<file path="config.mk">
export PLATFORM = sky130hd
export DESIGN_NAME = uart_tx_core
export DESIGN_NICKNAME = d
export VERILOG_FILES = /design/src/rtl/uart_pkg.sv /design/src/rtl/uart_tx_fifo.sv /design/src/rtl/uart_tx_core.sv
export SDC_FILE = /design/constraint.sdc
export NUM_CORES = 1
export LEC_CHECK = 0
export CAP_MARGIN = 10
export CORE_ASPECT_RATIO = 0.6
export CORE_MARGIN = 4
export CORE_UTILIZATION = 65
export DETAILED_ROUTE_END_ITERATION = 10
export DONT_BUFFER_PORTS = 1
export PLACE_DENSITY = 0.9
export SYNTH_ARGS = -nofsm -noshare
export SYNTH_HDL_FRONTEND = slang
export SYNTH_HIERARCHICAL = 1
export SYNTH_SLANG_ARGS = --single-unit
</file>
<file path="constraint.sdc">
create_clock -name clk -period 8.4 [get_ports clk]
set_input_delay 1.26 -clock clk [delete_from_list [all_inputs] [get_ports clk]]
set_output_delay 1.26 -clock clk [all_outputs]
set_load 0.05 [all_outputs]
</file>
<file path="src/rtl/uart_pkg.sv">
// uart_pkg: definitions shared by the UART transmitter and receiver.
//   - register indices on the peripheral register bus
//   - CTRL / STATUS bit positions
//   - serial FSM state encoding (the receiver reuses the same indices)
//   - parity helper
package uart_pkg;

   localparam logic [2:0] REG_CTRL   = 3'd0;
   localparam logic [2:0] REG_STATUS = 3'd1;
   localparam logic [2:0] REG_TXDATA = 3'd2;
   localparam logic [2:0] REG_DIV    = 3'd3;

   localparam int unsigned CTRL_EN      = 0;
   localparam int unsigned CTRL_PAR_EN  = 1;
   localparam int unsigned CTRL_PAR_ODD = 2;

   localparam int unsigned STAT_BUSY    = 0;
   localparam int unsigned STAT_FULL    = 1;
   localparam int unsigned STAT_EMPTY   = 2;
   localparam int unsigned STAT_OVF     = 3;
   localparam int unsigned STAT_CNT_LSB = 4;

   // PARITY sits after the four base states so the base encoding stays stable
   typedef enum logic [2:0] {
      ST_IDLE   = 3'd0,
      ST_START  = 3'd1,
      ST_DATA   = 3'd2,
      ST_STOP   = 3'd3,
      ST_PARITY = 3'd4
   } uart_state_t;

   // even: bit makes the total count of ones even; odd: makes it odd
   function automatic logic parity_bit(input logic [7:0] data, input logic odd);
      return odd ? ~^data : ^data;
   endfunction

endpackage

</file>
<file path="src/rtl/uart_tx_fifo.sv">
// uart_tx_fifo: synchronous byte FIFO for the UART transmitter.
//   clk, rst       : clock, synchronous active-high reset (flushes contents)
//   push/push_data : write strobe and byte; accepted when not full, or when
//                    a pop happens on the same edge
//   pop            : advance the read pointer (ignored when empty)
//   pop_data       : head entry, read from the registered read pointer
//   full/empty     : occupancy flags
//   count          : number of stored entries (0..DEPTH)
module uart_tx_fifo #(
   parameter int unsigned DEPTH = 4
) (
   input  logic                     clk,
   input  logic                     rst,
   input  logic                     push,
   input  logic [7:0]               push_data,
   input  logic                     pop,
   output logic [7:0]               pop_data,
   output logic                     full,
   output logic                     empty,
   output logic [$clog2(DEPTH):0]   count
);

   localparam int unsigned AW = $clog2(DEPTH);
   localparam int unsigned CW = AW + 1;

   logic [7:0]    mem [DEPTH];
   logic [AW-1:0] wr_ptr;
   logic [AW-1:0] rd_ptr;
   logic [CW-1:0] cnt;
   logic          do_push;
   logic          do_pop;

   assign full     = (cnt == CW'(DEPTH));
   assign empty    = (cnt == '0);
   assign count    = cnt;
   assign pop_data = mem[rd_ptr];

   // a pop on the same edge frees the slot the push needs
   assign do_pop  = pop && !empty;
   assign do_push = push && (!full || do_pop);

   always_ff @(posedge clk) begin
      if (do_push) begin
         mem[wr_ptr] <= push_data;
      end
   end

   always_ff @(posedge clk) begin
      if (rst) begin
         wr_ptr <= '0;
         rd_ptr <= '0;
         cnt    <= '0;
      end else begin
         if (do_push) begin
            wr_ptr <= wr_ptr + AW'(1);
         end
         if (do_pop) begin
            rd_ptr <= rd_ptr + AW'(1);
         end
         case ({do_push, do_pop})
            2'b10:   cnt <= cnt + CW'(1);
            2'b01:   cnt <= cnt - CW'(1);
            default: cnt <= cnt;
         endcase
      end
   end

endmodule

</file>
<file path="src/rtl/uart_tx_core.sv">
// uart_tx_core: register-mapped UART transmitter (8N1, LSB first).
//   clk     : rising-edge clock
//   rst     : synchronous active-high reset
//   we      : register write strobe
//   reg_num : register index (0 CTRL, 1 STATUS, 2 TXDATA, 3 DIV, 4-7 unused)
//   wd      : write data
//   rd      : read data for reg_num (combinational)
//   tx      : serial output, registered, idles high
//   busy    : frame in progress or FIFO non-empty
// Build option: define UART_TX_PARITY_EN to add CTRL.PAR_EN / CTRL.PAR_ODD
// and an optional parity bit between the data bits and the stop bit.
module uart_tx_core
   import uart_pkg::*;
#(
   parameter int unsigned         FIFO_DEPTH  = 4,
   parameter int unsigned         DIV_W       = 16,
   parameter logic [DIV_W-1:0]    DEFAULT_DIV = DIV_W'(15)
) (
   input  logic        clk,
   input  logic        rst,
   input  logic        we,
   input  logic [2:0]  reg_num,
   input  logic [31:0] wd,
   output logic [31:0] rd,
   output logic        tx,
   output logic        busy
);

   localparam int unsigned CW = $clog2(FIFO_DEPTH) + 1;

   // register file
   logic             ctrl_en;
   logic [DIV_W-1:0] div_reg;
   logic             ovf;
`ifdef UART_TX_PARITY_EN
   logic             ctrl_par_en;
   logic             ctrl_par_odd;
`endif

   // FIFO interface
   logic          fifo_push;
   logic          fifo_pop;
   logic [7:0]    fifo_rd;
   logic          fifo_full;
   logic          fifo_empty;
   logic [CW-1:0] fifo_count;
   logic [4:0]    cnt_ext;
   logic [3:0]    cnt4;

   // serialiser
   uart_state_t      state;
   logic [7:0]       shift;
   logic [DIV_W-1:0] bit_cnt;
   logic [DIV_W-1:0] div_lat;
   logic [2:0]       bit_idx;
`ifdef UART_TX_PARITY_EN
   logic             par_en_lat;
   logic             par_lat;
`endif

   logic wr_ctrl;
   logic wr_status;
   logic wr_div;
   logic unused_wd;

   assign wr_ctrl   = we && (reg_num == REG_CTRL);
   assign wr_status = we && (reg_num == REG_STATUS);
   assign wr_div    = we && (reg_num == REG_DIV);
   assign fifo_push = we && (reg_num == REG_TXDATA);
   assign unused_wd = ^wd;

   assign fifo_pop = (state == ST_IDLE) && ctrl_en && !fifo_empty;
   assign busy     = (state != ST_IDLE) || !fifo_empty;

   // a 16-deep FIFO holds 16 entries but the field is 4 bits: saturate at 15
   assign cnt_ext = 5'(fifo_count);
   assign cnt4    = cnt_ext[4] ? 4'hF : cnt_ext[3:0];

   uart_tx_fifo #(
      .DEPTH (FIFO_DEPTH)
   ) u_fifo (
      .clk       (clk),
      .rst       (rst),
      .push      (fifo_push),
      .push_data (wd[7:0]),
      .pop       (fifo_pop),
      .pop_data  (fifo_rd),
      .full      (fifo_full),
      .empty     (fifo_empty),
      .count     (fifo_count)
   );

   always_ff @(posedge clk) begin
      if (rst) begin
         ctrl_en <= 1'b0;
         div_reg <= DEFAULT_DIV;
         ovf     <= 1'b0;
`ifdef UART_TX_PARITY_EN
         ctrl_par_en  <= 1'b0;
         ctrl_par_odd <= 1'b0;
`endif
      end else begin
         if (wr_ctrl) begin
            ctrl_en <= wd[CTRL_EN];
`ifdef UART_TX_PARITY_EN
            ctrl_par_en  <= wd[CTRL_PAR_EN];
            ctrl_par_odd <= wd[CTRL_PAR_ODD];
`endif
         end
         if (wr_div) begin
            div_reg <= wd[DIV_W-1:0];
         end
         // a push into a full FIFO is only dropped when no pop frees a slot
         if (fifo_push && fifo_full && !fifo_pop) begin
            ovf <= 1'b1;
         end else if (wr_status && wd[STAT_OVF]) begin
            ovf <= 1'b0;
         end
      end
   end

   // Every state counts bit_cnt down from the divisor latched at frame start,
   // so a DIV write mid-frame only takes effect on the next frame.
   always_ff @(posedge clk) begin
      if (rst) begin
         state   <= ST_IDLE;
         tx      <= 1'b1;
         shift   <= '0;
         bit_cnt <= '0;
         div_lat <= '0;
         bit_idx <= '0;
`ifdef UART_TX_PARITY_EN
         par_en_lat <= 1'b0;
         par_lat    <= 1'b0;
`endif
      end else begin
         case (state)
            ST_IDLE: begin
               tx <= 1'b1;
               if (fifo_pop) begin
                  shift   <= fifo_rd;
                  div_lat <= div_reg;
                  bit_cnt <= div_reg;
                  bit_idx <= '0;
                  tx      <= 1'b0;
                  state   <= ST_START;
`ifdef UART_TX_PARITY_EN
                  par_en_lat <= ctrl_par_en;
                  par_lat    <= parity_bit(fifo_rd, ctrl_par_odd);
`endif
               end
            end
            ST_START: begin
               if (bit_cnt == '0) begin
                  bit_cnt <= div_lat;
                  tx      <= shift[0];
                  shift   <= {1'b0, shift[7:1]};
                  state   <= ST_DATA;
               end else begin
                  bit_cnt <= bit_cnt - DIV_W'(1);
               end
            end
            ST_DATA: begin
               if (bit_cnt == '0) begin
                  bit_cnt <= div_lat;
                  if (bit_idx == 3'd7) begin
`ifdef UART_TX_PARITY_EN
                     if (par_en_lat) begin
                        tx    <= par_lat;
                        state <= ST_PARITY;
                     end else begin
                        tx    <= 1'b1;
                        state <= ST_STOP;
                     end
`else
                     tx    <= 1'b1;
                     state <= ST_STOP;
`endif
                  end else begin
                     tx      <= shift[0];
                     shift   <= {1'b0, shift[7:1]};
                     bit_idx <= bit_idx + 3'd1;
                  end
               end else begin
                  bit_cnt <= bit_cnt - DIV_W'(1);
               end
            end
`ifdef UART_TX_PARITY_EN
            ST_PARITY: begin
               if (bit_cnt == '0) begin
                  bit_cnt <= div_lat;
                  tx      <= 1'b1;
                  state   <= ST_STOP;
               end else begin
                  bit_cnt <= bit_cnt - DIV_W'(1);
               end
            end
`endif
            ST_STOP: begin
               if (bit_cnt == '0) begin
                  state <= ST_IDLE;
               end else begin
                  bit_cnt <= bit_cnt - DIV_W'(1);
               end
            end
            default: begin
               state <= ST_IDLE;
               tx    <= 1'b1;
            end
         endcase
      end
   end

   always_comb begin
      rd = '0;
      case (reg_num)
         REG_CTRL: begin
            rd[CTRL_EN] = ctrl_en;
`ifdef UART_TX_PARITY_EN
            rd[CTRL_PAR_EN]  = ctrl_par_en;
            rd[CTRL_PAR_ODD] = ctrl_par_odd;
`endif
         end
         REG_STATUS: begin
            rd[STAT_BUSY]           = busy;
            rd[STAT_FULL]           = fifo_full;
            rd[STAT_EMPTY]          = fifo_empty;
            rd[STAT_OVF]            = ovf;
            rd[STAT_CNT_LSB +: 4]   = cnt4;
         end
         REG_DIV: begin
            rd = 32'(div_reg);
         end
         default: begin
            rd = '0;
         end
      endcase
   end

endmodule
</file>
==> flow_metrics.py <==
metrics = {
    "global_route": {
        "grt_max_degree": 69,
        "grt_usage_pct": 28.91,
        "globalRouteOverflowTotal": 0,
        "antenna_found_initial": 0,
        "grt_pass1_vias": 4280,
        "grt_pass1_wl_mm": 22.56,
    },
    "sta": {
        "slew_headroom_pct": 30.09,
        "hold_violations": 0,
        "final_max_slew_viol_count": 0,
        "setup_violations": 0,
        "fin_crit_sh_pct": 53.43,
        "finalSetupTns_ns": 0,
        "skew_ns": 0.007435,
        "rsz0062_at_grt": "no",
        "fmax_mhz": 222.8,
        "fin_crit_ns": 4.488,
        "tightestPinTransition_ns": 1.045,
    },
    "final_layout": {
        "largest_reg_flops": 32,
        "max_flop_register": "u_fifo/mem",
        "nets": 592,
        "area_growth_syn_to_layout_pct": 4.323,
        "fillers": 543,
        "layout-drive-gt1-share_pct": 9.541,
        "n_antenna_cell": 0,
    },
    "synthesis": {
        "yosysSeqAreaShare_pct": 44.75,
        "ys_warn_count": 6,
        "synth_cell_type_count": 78,
        "syn_avg_cell_area_um2": 9.614,
        "synthMostInstantiatedCell": "nand2_1",
        "synth_top_area_share_pct": 27.00,
        "netlist_area_um2": 5413,
        "synthMuxAreaShare_pct": 7.189,
        "synth_edf_count": 32,
        "synthXorXnorAreaFrac_pct": 1.618,
        "ys.flop_type": "dfxtp_1",
        "synthAdderAreaFrac_pct": 3.375,
        "synth-compound-area-share_pct": 17.66,
        "synth_common_cells": "86 x nand2_1, 73 x dfxtp_1, 43 x a21oi_1",
        "syn_inst": 563,
        "ys_ff_latch": 105,
        "yosys-top-cells-area": "dfxtp_1 27%, edfxtp_1 18%, nand2_1 6.0%, a21oi_1 4.0%, mux4_2 3.3%",
        "synth_top_family_by_area": "simple AND/OR/NAND/NOR gates",
        "yosys.area_share.simple_pct": 18.72,
        "synth-async-reset-ratio_pct": 0,
        "post-synth-top-area-cell": "dfxtp_1",
    },
    "cts": {
        "cts_tree": "done",
        "insertion_delay_ns": 0.35,
        "cts_buffer_depth": 2,
        "path_clk_slew_ns": 0.07,
        "cts_resized": 0,
        "cts-hold-fix-buffers": 0,
        "cts_buffers": 9,
        "cts_sinks": 105,
        "htreeDepth": 3,
        "root_buffer": "clkbuf_16",
        "post_cts_buffers": 0,
    },
    "routing": {
        "first_pass_iters": 7,
        "postRouteWirelength_mm": 14.09,
        "vias": 4472,
        "avgRoutedWirePerCell_um": 21.57,
        "drtIter0Drc": 546,
        "vias_per_cell": 6.848,
        "ant_nets": 0,
        "drcViolationCount": 0,
    },
    "die": {
        "start_util_pct": 67.86,
        "rows": 25,
        "ios": 72,
        "core_um2": 7976,
        "dieArea_um2": 9899,
        "dieHeight_um": 78.69,
        "die_w_um": 125.8,
    },
    "hold_path": {
        "hp-start": "div_lat[14]",
        "hold_class": "register to register",
    },
    "worst_setup_path": {
        "startpoint_type": "register",
        "endpoint_kind": "register",
        "crit_top_cell": "inv_1",
        "r2r_start": "state[0]",
        "crit_chain": "inv_1, ha_1, buf_4, clkinv_1, or2_2, clkinv_1, o31ai_1, inv_1, ha_1, inv_1, fa_1, xor2_1, or3_2, a21oi_1",
        "crit_family": "buffers and inverters",
        "critPathKind": "register to register",
        "worstSetupStartpoint": "state[0]",
        "cp.arrival_ns": 4.77,
        "slowest_stage": "or2_2",
        "crit_required_ns": 8.68,
        "max_stage_delay_ns": 0.68,
        "critPathBufInv": 6,
        "critPathMaxFanout": 24,
    },
    "place": {
        "gp_congestion": 1.020,
        "portBuffers": 0,
        "dpl.hpwl_mm": 9.173,
    },
    "power": {
        "power.total_uw": 1408,
        "vdd_drop_max_v": 0.0001516,
        "power.density_nw_per_um2": 249.4,
        "p_leak_uw": 0.001970,
    },
    "flow_run": {
        "max_cap_violations": 0,
    },
    "status": {
        "outcome": "complete, no violations",
    },
}
-- worst min-delay path: stages (launching register included) --
cell	delay (ns)
dfxtp_1	0.31
nand2_1	0.05
a21oi_1	0.05
-- kinds of logic (layout without fill, tap and decap cells) --
family,Yosys count,in the layout
mux,28,28
compound gates,137,137
simple gates,200,200
flops,105,105
fa+ha+maj,14,14
buf+inv,68,35
other cells,1,16
xor+xnor,10,10
-- cells in the final DEF (no fill, tap or decap), types with 3 or more instances in the layout --
master / count
nand2_1: 86
dfxtp_1: 73
a21oi_1: 43
nor2_1: 40
edfxtp_1: 32
o21ai_0: 18
mux2i_1: 16
conb_1: 16
inv_1: 15
ha_1: 13
and2_1: 12
nor3_1: 11
clkbuf_16: 10
nand3_1: 9
a311oi_1: 8
a31oi_1: 8
xor2_1: 8
mux4_2: 8
a22o_1: 6
a32o_1: 6
o31ai_1: 6
nor3b_1: 5
a211oi_1: 5
nor4_1: 4
a221oi_1: 4
o32ai_1: 4
o211ai_1: 4
and2_2: 4
nand2b_1: 3
nor2b_1: 3
mux2_2: 3
-- stage by stage --
step           cells  cell area, um2  hold slack [ns]  util [%]  worst slack [ns]
6_report         653            5647           0.4532     70.79             3.912
5_1_grt          653            5647           0.4784     70.79             3.806
4_1_cts          653            5647           0.4529     70.79             4.105
3_5_place_dp     637            5325           0.4431     66.76             4.149
3_3_place_gp     637            5325           0.4374     66.76             4.323
2_1_floorplan    578            5469           0.4338         -             4.859
-- layer usage --
metal,vias up,wire length [um],share of wire (%),GRT usage [%]
met1,2080,5495,39,38.43
li1,1971,-,-,-
met2,346,5959,42,43.82
met5,-,0,0,0
met4,0,493,3.5,9.743
met3,75,2137,15,10.88
-- worst paths after layout --
kind	slack, ns	cells past startpoint	end
worst max-delay path	3.91	14	u_fifo/count[2]
worst min-delay path	0.45	2	div_lat[14]
worst max register to register	3.91	14	u_fifo/count[2]
worst min register to register	0.45	2	div_lat[14]
-- cell type report --
| class | instances | area, um2 | share of cell area (%) |
|---|---|---|---|
| Clock inverter | 5 | 67.56 | 1.197 |
| Multi-Input combinational cell | 405 | 2689 | 47.62 |
| Sequential cell | 105 | 2422 | 42.90 |
| Inverter | 17 | 63.81 | 1.130 |
| Clock buffer | 11 | 254.0 | 4.498 |
| Timing Repair Buffer | 2 | 15.01 | 0.2659 |
| Tap cell | 108 | 135.1 | 2.393 |
-- power breakdown --
group | total (uW) | internal, uW | switching [uW] | leakage [uW]
registers | 565 | 540 | 24.5 | 0.000878
logic | 391 | 118 | 273 | 0.000933
clock network | 452 | 255 | 197 | 0.000160
Power figures use the tool's default switching activity.
